## src/rtl/umips_pipe_stage.sv

```systemverilog
// umips_pipe_stage: valid/ready pipeline register with flush and NOP fill on empty slots.
// Define UMIPS_PIPE_SKID_EN for a 2-entry skid buffer with a registered in_ready.
module umips_pipe_stage #(
    parameter int unsigned      WIDTH     = 64,
    parameter logic [WIDTH-1:0] NOP_VALUE = '0
) (
    input  logic             clk,
    input  logic             rst,
    input  logic             flush,
    input  logic             in_valid,
    output logic             in_ready,
    input  logic [WIDTH-1:0] in_data,
    output logic             out_valid,
    input  logic             out_ready,
    output logic [WIDTH-1:0] out_data,
    output logic [1:0]       count
);

    typedef enum logic [1:0] {
        ST_EMPTY = 2'd0,
`ifdef UMIPS_PIPE_SKID_EN
        ST_ONE   = 2'd1,
        ST_TWO   = 2'd2
`else
        ST_ONE   = 2'd1
`endif
    } state_e;

    state_e           state_q, state_d;
    logic [WIDTH-1:0] main_q, main_d;
`ifdef UMIPS_PIPE_SKID_EN
    logic [WIDTH-1:0] skid_q, skid_d;
`endif

    logic in_fire;
    logic out_fire;

    assign in_fire  = in_valid & in_ready;
    assign out_fire = out_valid & out_ready;

    // Output decode; main holds NOP_VALUE whenever the stage is empty.
    assign out_valid = (state_q != ST_EMPTY);
    assign out_data  = main_q;

`ifdef UMIPS_PIPE_SKID_EN
    assign in_ready = (state_q != ST_TWO);
    assign count    = 2'(state_q);
`else
    assign in_ready = ~out_valid | out_ready;
    assign count    = {1'b0, (state_q == ST_ONE)};
`endif

    // Next-state and storage update; flush overrides every transition.
    always_comb begin
        state_d = state_q;
        main_d  = main_q;
`ifdef UMIPS_PIPE_SKID_EN
        skid_d  = skid_q;
`endif
        if (flush) begin
            state_d = ST_EMPTY;
            main_d  = NOP_VALUE;
`ifdef UMIPS_PIPE_SKID_EN
            skid_d  = NOP_VALUE;
`endif
        end else begin
            unique case (state_q)
                ST_EMPTY: begin
                    if (in_fire) begin
                        state_d = ST_ONE;
                        main_d  = in_data;
                    end
                end
                ST_ONE: begin
                    if (in_fire && out_fire) begin
                        main_d = in_data;
`ifdef UMIPS_PIPE_SKID_EN
                    end else if (in_fire) begin
                        state_d = ST_TWO;
                        skid_d  = in_data;
`endif
                    end else if (out_fire) begin
                        state_d = ST_EMPTY;
                        main_d  = NOP_VALUE;
                    end
                end
`ifdef UMIPS_PIPE_SKID_EN
                ST_TWO: begin
                    // in_ready is low here, so only the drain path exists.
                    if (out_fire) begin
                        state_d = ST_ONE;
                        main_d  = skid_q;
                        skid_d  = NOP_VALUE;
                    end
                end
`endif
                default: begin
                    state_d = ST_EMPTY;
                    main_d  = NOP_VALUE;
                end
            endcase
        end
    end

    always_ff @(posedge clk or negedge rst) begin
        if (!rst) begin
            state_q <= ST_EMPTY;
            main_q  <= NOP_VALUE;
`ifdef UMIPS_PIPE_SKID_EN
            skid_q  <= NOP_VALUE;
`endif
        end else begin
            state_q <= state_d;
            main_q  <= main_d;
`ifdef UMIPS_PIPE_SKID_EN
            skid_q  <= skid_d;
`endif
        end
    end

endmodule

```

## config.mk

```make
export PLATFORM = sky130hd
export DESIGN_NAME = umips_pipe_stage
export DESIGN_NICKNAME = d
export VERILOG_FILES = /design/src/rtl/umips_pipe_stage.sv
export SDC_FILE = /design/constraint.sdc
export NUM_CORES = 1
export LEC_CHECK = 0
export ABC_AREA = 1
export CORE_ASPECT_RATIO = 0.8
export CORE_MARGIN = 1.5
export CORE_UTILIZATION = 45
export CTS_BUF_LIST = sky130_fd_sc_hd__clkbuf_4 sky130_fd_sc_hd__clkbuf_8
export DETAILED_ROUTE_END_ITERATION = 10
export GPL_ROUTABILITY_DRIVEN = 0
export MAX_ROUTING_LAYER = met4
export PLACE_DENSITY = 0.88
export SLEW_MARGIN = 20
export SYNTH_ARGS = -nofsm -noshare
export SYNTH_HDL_FRONTEND = slang
export SYNTH_SLANG_ARGS = --single-unit
```

## constraint.sdc

```tcl
create_clock -name clk -period 2.2 [get_ports clk]
set_clock_uncertainty 0.15 [all_clocks]
set_input_delay 0.22 -clock clk [delete_from_list [all_inputs] [get_ports clk]]
set_output_delay 0.22 -clock clk [all_outputs]
set_load 0.05 [all_outputs]
```

# Word-level counts from Yosys, hierarchy flattened
# Index checks and enable logic that the tools add are counted.
[totals]
out_inout_bits = 68
wordCells = 26
regBits = 66
in_bits = 69
[classes]
reduce_logical = 5
n_mux = 10
n_eq_ne = 5
bitwise = 4
[op_table]
columns = ["cell", "n"]
rows = [
  ["64-bit two-way mux", 4],
  ["64-bit one-hot mux with 2 select lines", 1],
  ["2-bit two-way mux", 4],
  ["3-bit inequality test, second input constant", 2],
  ["4-bit by 2-bit inequality test with 1-bit output, second input constant", 1],
  ["2-bit one-hot mux with 2 select lines", 1],
  ["3-bit by 2-bit inequality test with 1-bit output, second input constant", 1],
  ["3-bit AND reduction", 1],
  ["1-bit AND", 2],
  ["2-bit by 1-bit == test with 1-bit output, second input constant", 1],
  ["2-bit logical NOT", 1],
  ["2-bit AND reduction", 1],
  ["2-bit nonzero test", 1],
  ["1-bit logical AND", 1],
  ["1-bit inverter", 1],
  ["1-bit OR", 1],
]

# Longest topological paths before layout
[depth]
depth_word = 8
ltp_mapped = 6
mapped_depth_nobuf = 5

# Worst setup path before layout
# No wires, ideal clock.
[synth_path]
kind = "flip-flop to flip-flop"
startpoint = "reg state_q[0]"
endpoint = "reg main_q[0], in the netlist out_data[0]"
n_path_buf = 2
setup_ns = 0.120
synth_period_minus_slack_ns = 1.516
t_arrival_ns = 1.246
required_ns = 1.930
path_stages_with_launch = 6
path_slack_ns = 0.684
path_cell_list = "dfrtp_1 -> nand2_2 -> buf_6 -> buf_6 -> nand3_1 -> nand2_1"
[synth_between]
elab_chain_cells = 8
[synth_lines]
columns = ["element", "line", "source"]
rows = [
  ["from (decl)", "29", "state_e state_q, state_d;"],
  ["from (signal assigned)", "113", "state_q <= state_d;"],
  ["2-bit nonzero test", "42", "assign out_valid = (state_q != ST_EMPTY);"],
  ["1-bit inverter", "49", "assign in_ready = ~out_valid | out_ready;"],
  ["1-bit OR", "49", ""],
  ["1-bit AND", "38", "assign in_fire = in_valid & in_ready;"],
  ["1-bit logical AND", "75", "if (in_fire && out_fire) begin"],
  ["64-bit two-way mux", "75", ""],
  ["64-bit one-hot mux with 2 select lines", "67", "unique case (state_q)"],
  ["64-bit two-way mux", "60", "if (flush) begin"],
  ["to (signal assigned)", "114", "main_q <= main_d;"],
  ["to (decl)", "30", "logic [WIDTH-1:0] main_q, main_d;"],
]
# Parallel ways exist; a longest one is shown, timed or not.
# A chain may end at the register's enable or synchronous reset.

# Worst setup path in the final report
[layout_path]
startpoint = "reg state_q[0]"
endpoint = "out out_valid"
[layout_between]
elab_chain_cells = 1
[layout_lines]
columns = ["element", "line", "source"]
rows = [
  ["2-bit nonzero test", "42", ""],
  ["to (decl)", "13", "output logic out_valid,"],
]
# Every way passes these cells.

==> results.toml <==
[critical_path]
cp.arrival_ps = 1550
rr_endpoint = "out_data[32]$_DFFE_PN0P_"
crit_fanout = 4
r2r_slack_ps = 720
worst-path-stages = 1
end_kind = "output port"
critical-path-top-delay-family = "buffers and inverters"
crit_chain = "clkdlybuf4s50_1"
r2r_cells = 6
start_kind = "register"
critPathMaxStageDelay_ps = 830
criticalPathCategory = "reg -> out"
r2r_start = "state_q[0]$_DFFE_PN0P_"
worst_path_max_delay_cell = "clkdlybuf4s50_1"
cp_num_buf_inv = 1
critPathRequiredTime_ps = 1830

[floorplanning]
die-area_mm2 = 0.00666
fp.coreArea_mm2 = 0.00594
die_h_um = 73.3
ios = 137
start_util = 0.468
die_w_um = 90.9
rows = 25

[synthesis]
ys_ff_latch = 65
synth.area.top_cells = "dfrtp_1 (58%), nand3_1 (23%), nand2_1 (8.8%)"
synth_top_area_frac = 0.585
syn_area_per_cell_um2 = 9.46
synth_edf_count = 0
synth_common_cells = "nand3_1 (128), dfrtp_1 (65), nand2_1 (65)"
synth-main-ff-cell = "dfrtp_1"
synth_nets = 363
synthCells = 294
async_reset_ff_frac = 1.00
yosys.cell_types.count = 13
yosysWarnings = 0
synth_most_common_cell = "nand3_1"
seq_area_frac_synth = 0.585
yosys.area.top_type = "dfrtp_1"
netlist_area_mm2 = 0.00278

[run]
maxCapViolCount = 0

[clocking]
clkSinkCount = 65
cts_root_buffer = "clkbuf_8"
insertion_delay_ps = 330
cts_made_buffers = 9
cts_tree = "yes"
clock_path_buffers = 2
clk_pin_slew_ps = 70
cts_setup_buffers = 0
h-tree-depth = 3

[grt]
grt.total_usage = 0.247
grt_pass1_vias = 2528
grt-ovfl-total = 0
grt_pass1_wl_mm = 12.3
antenna_found_initial = 0
grt_max_degree = 65

[sta]
setup_violations = 0
maxSlewHeadroom = 0.623
fin_crit_sh = 0.872
fin_hold_ws_ps = 255
maxSlewViolCount = 0
rsz0062_at_grt = "no"
finalSetupTns_ps = 0
finalCriticalPeriod_ps = 1920
final_hold_viol_count = 0
worstMarginPinSlew_ps = 566
fmax_mhz = 521

[routing]
drtPass1Iterations = 4
drc_errors = 0
wl_per_cell_um = 15.0
viasPerCell = 5.25
num_vias = 2669
detail_route.wirelength_mm = 7.61
drtIter0Drc = 119
postRouteAntennaNets = 0

[layout]
multi_input_area_um2 = 922
regArea_mm2 = 0.00163
fillers = 459
num_antenna_cells = 0
final_nets = 492
drive_above_1_share = 0.0726
areaGrowthSynthToFinish_pct = 55.4

[place]
io_buffers = 135
hpwl_mm = 5.23

[power_and_ir_drop]
ir_drop_v = 0.000382
leakagePower_nw = 2.10
power.density_mw_per_mm2 = 705

[hold_path]
hp-class = "in -> async"

[outcome]
status = "completed"
[metal layers]
metal	track usage	share of wire	wire length [µm]	vias to the layer above
met3	0.0766	0.087	660	23
met5	-	0	0	-
met2	0.383	0.47	3560	138
li1	-	-	-	1244
met1	0.300	0.42	3180	1264
met4	0.115	0.027	206	0
[registers in the layout, indices dropped and copies added (netlist names)]
register	cells
out_data	64
state_q	1
[report_power, final]
group	switching, mW	total, mW	internal [mW]
clock	0.426	1.01	0.588
combinational	0.449	0.727	0.278
sequential	0.0418	1.30	1.26
total	0.918	3.05	2.13
[through the flow]
stage                     area (µm²)  instances  power [mW]  setup slack [ps]  utilization
after global placement          4110        492        2.04               448        0.692
after global routing            4320        508        3.17               234        0.727
after detailed placement        4110        492        2.05               395        0.692
final                           4320        508        3.05               281        0.727
after floorplan                 2780        294        1.73               684            -
after CTS                       4320        508        3.07               266        0.727
[worst max-delay path by stage]
| stage | startpoint | end | slack, ps |
|---|---|---|---|
| final | state_q[0]$_DFFE_PN0P_ | out_valid | 280 |
| after global routing | state_q[0]$_DFFE_PN0P_ | out_valid | 230 |
| after CTS | state_q[0]$_DFFE_PN0P_ | out_valid | 270 |
| after detailed placement | flush | out_data[34]$_DFFE_PN0P_ | 390 |
| after global placement | flush | out_data[34]$_DFFE_PN0P_ | 450 |
| after floorplan | state_q[0]$_DFFE_PN0P_ | out_data[0]$_DFFE_PN0P_ | 680 |
[repair_timing]
action                    CTS  global route
hold buffers                1             0
resized for setup           0             0
hold endpoints to repair   24             0
[logic make-up after synthesis]
| logic type | share of synthesized area |
|---|---|
| AO/OA/AOI/OAI | 0.00180 |
| AND/OR/NAND/NOR | 0.328 |
| buffers and inverters | 0.0837 |
| flip-flops | 0.585 |
| other | 0.00135 |
[cells in the final DEF (no fill, tap or decap), drive strengths merged]
cell / synthesis / routed
a21oi: 1 / 1
buf: 27 / 11
bufinv: 0 / 1
clkbuf: 0 / 12
clkdlybuf4s50: 0 / 133
clkinv: 0 / 2
conb: 1 / 1
dfrtp: 65 / 65
dlygate4sd3: 0 / 1
inv: 4 / 4
nand2: 67 / 67
nand3: 128 / 128
nor2: 1 / 1
[final cells by class]
type / instances / share of cell area
timing repair buffer: 145 / 0.337
clock buffer: 12 / 0.0368
multi-input combinational: 198 / 0.213
tap: 81 / 0.0234
sequential: 65 / 0.376
clock inverter: 3 / 0.00926
inverter: 4 / 0.00347
Power figures use the tool's default switching activity.
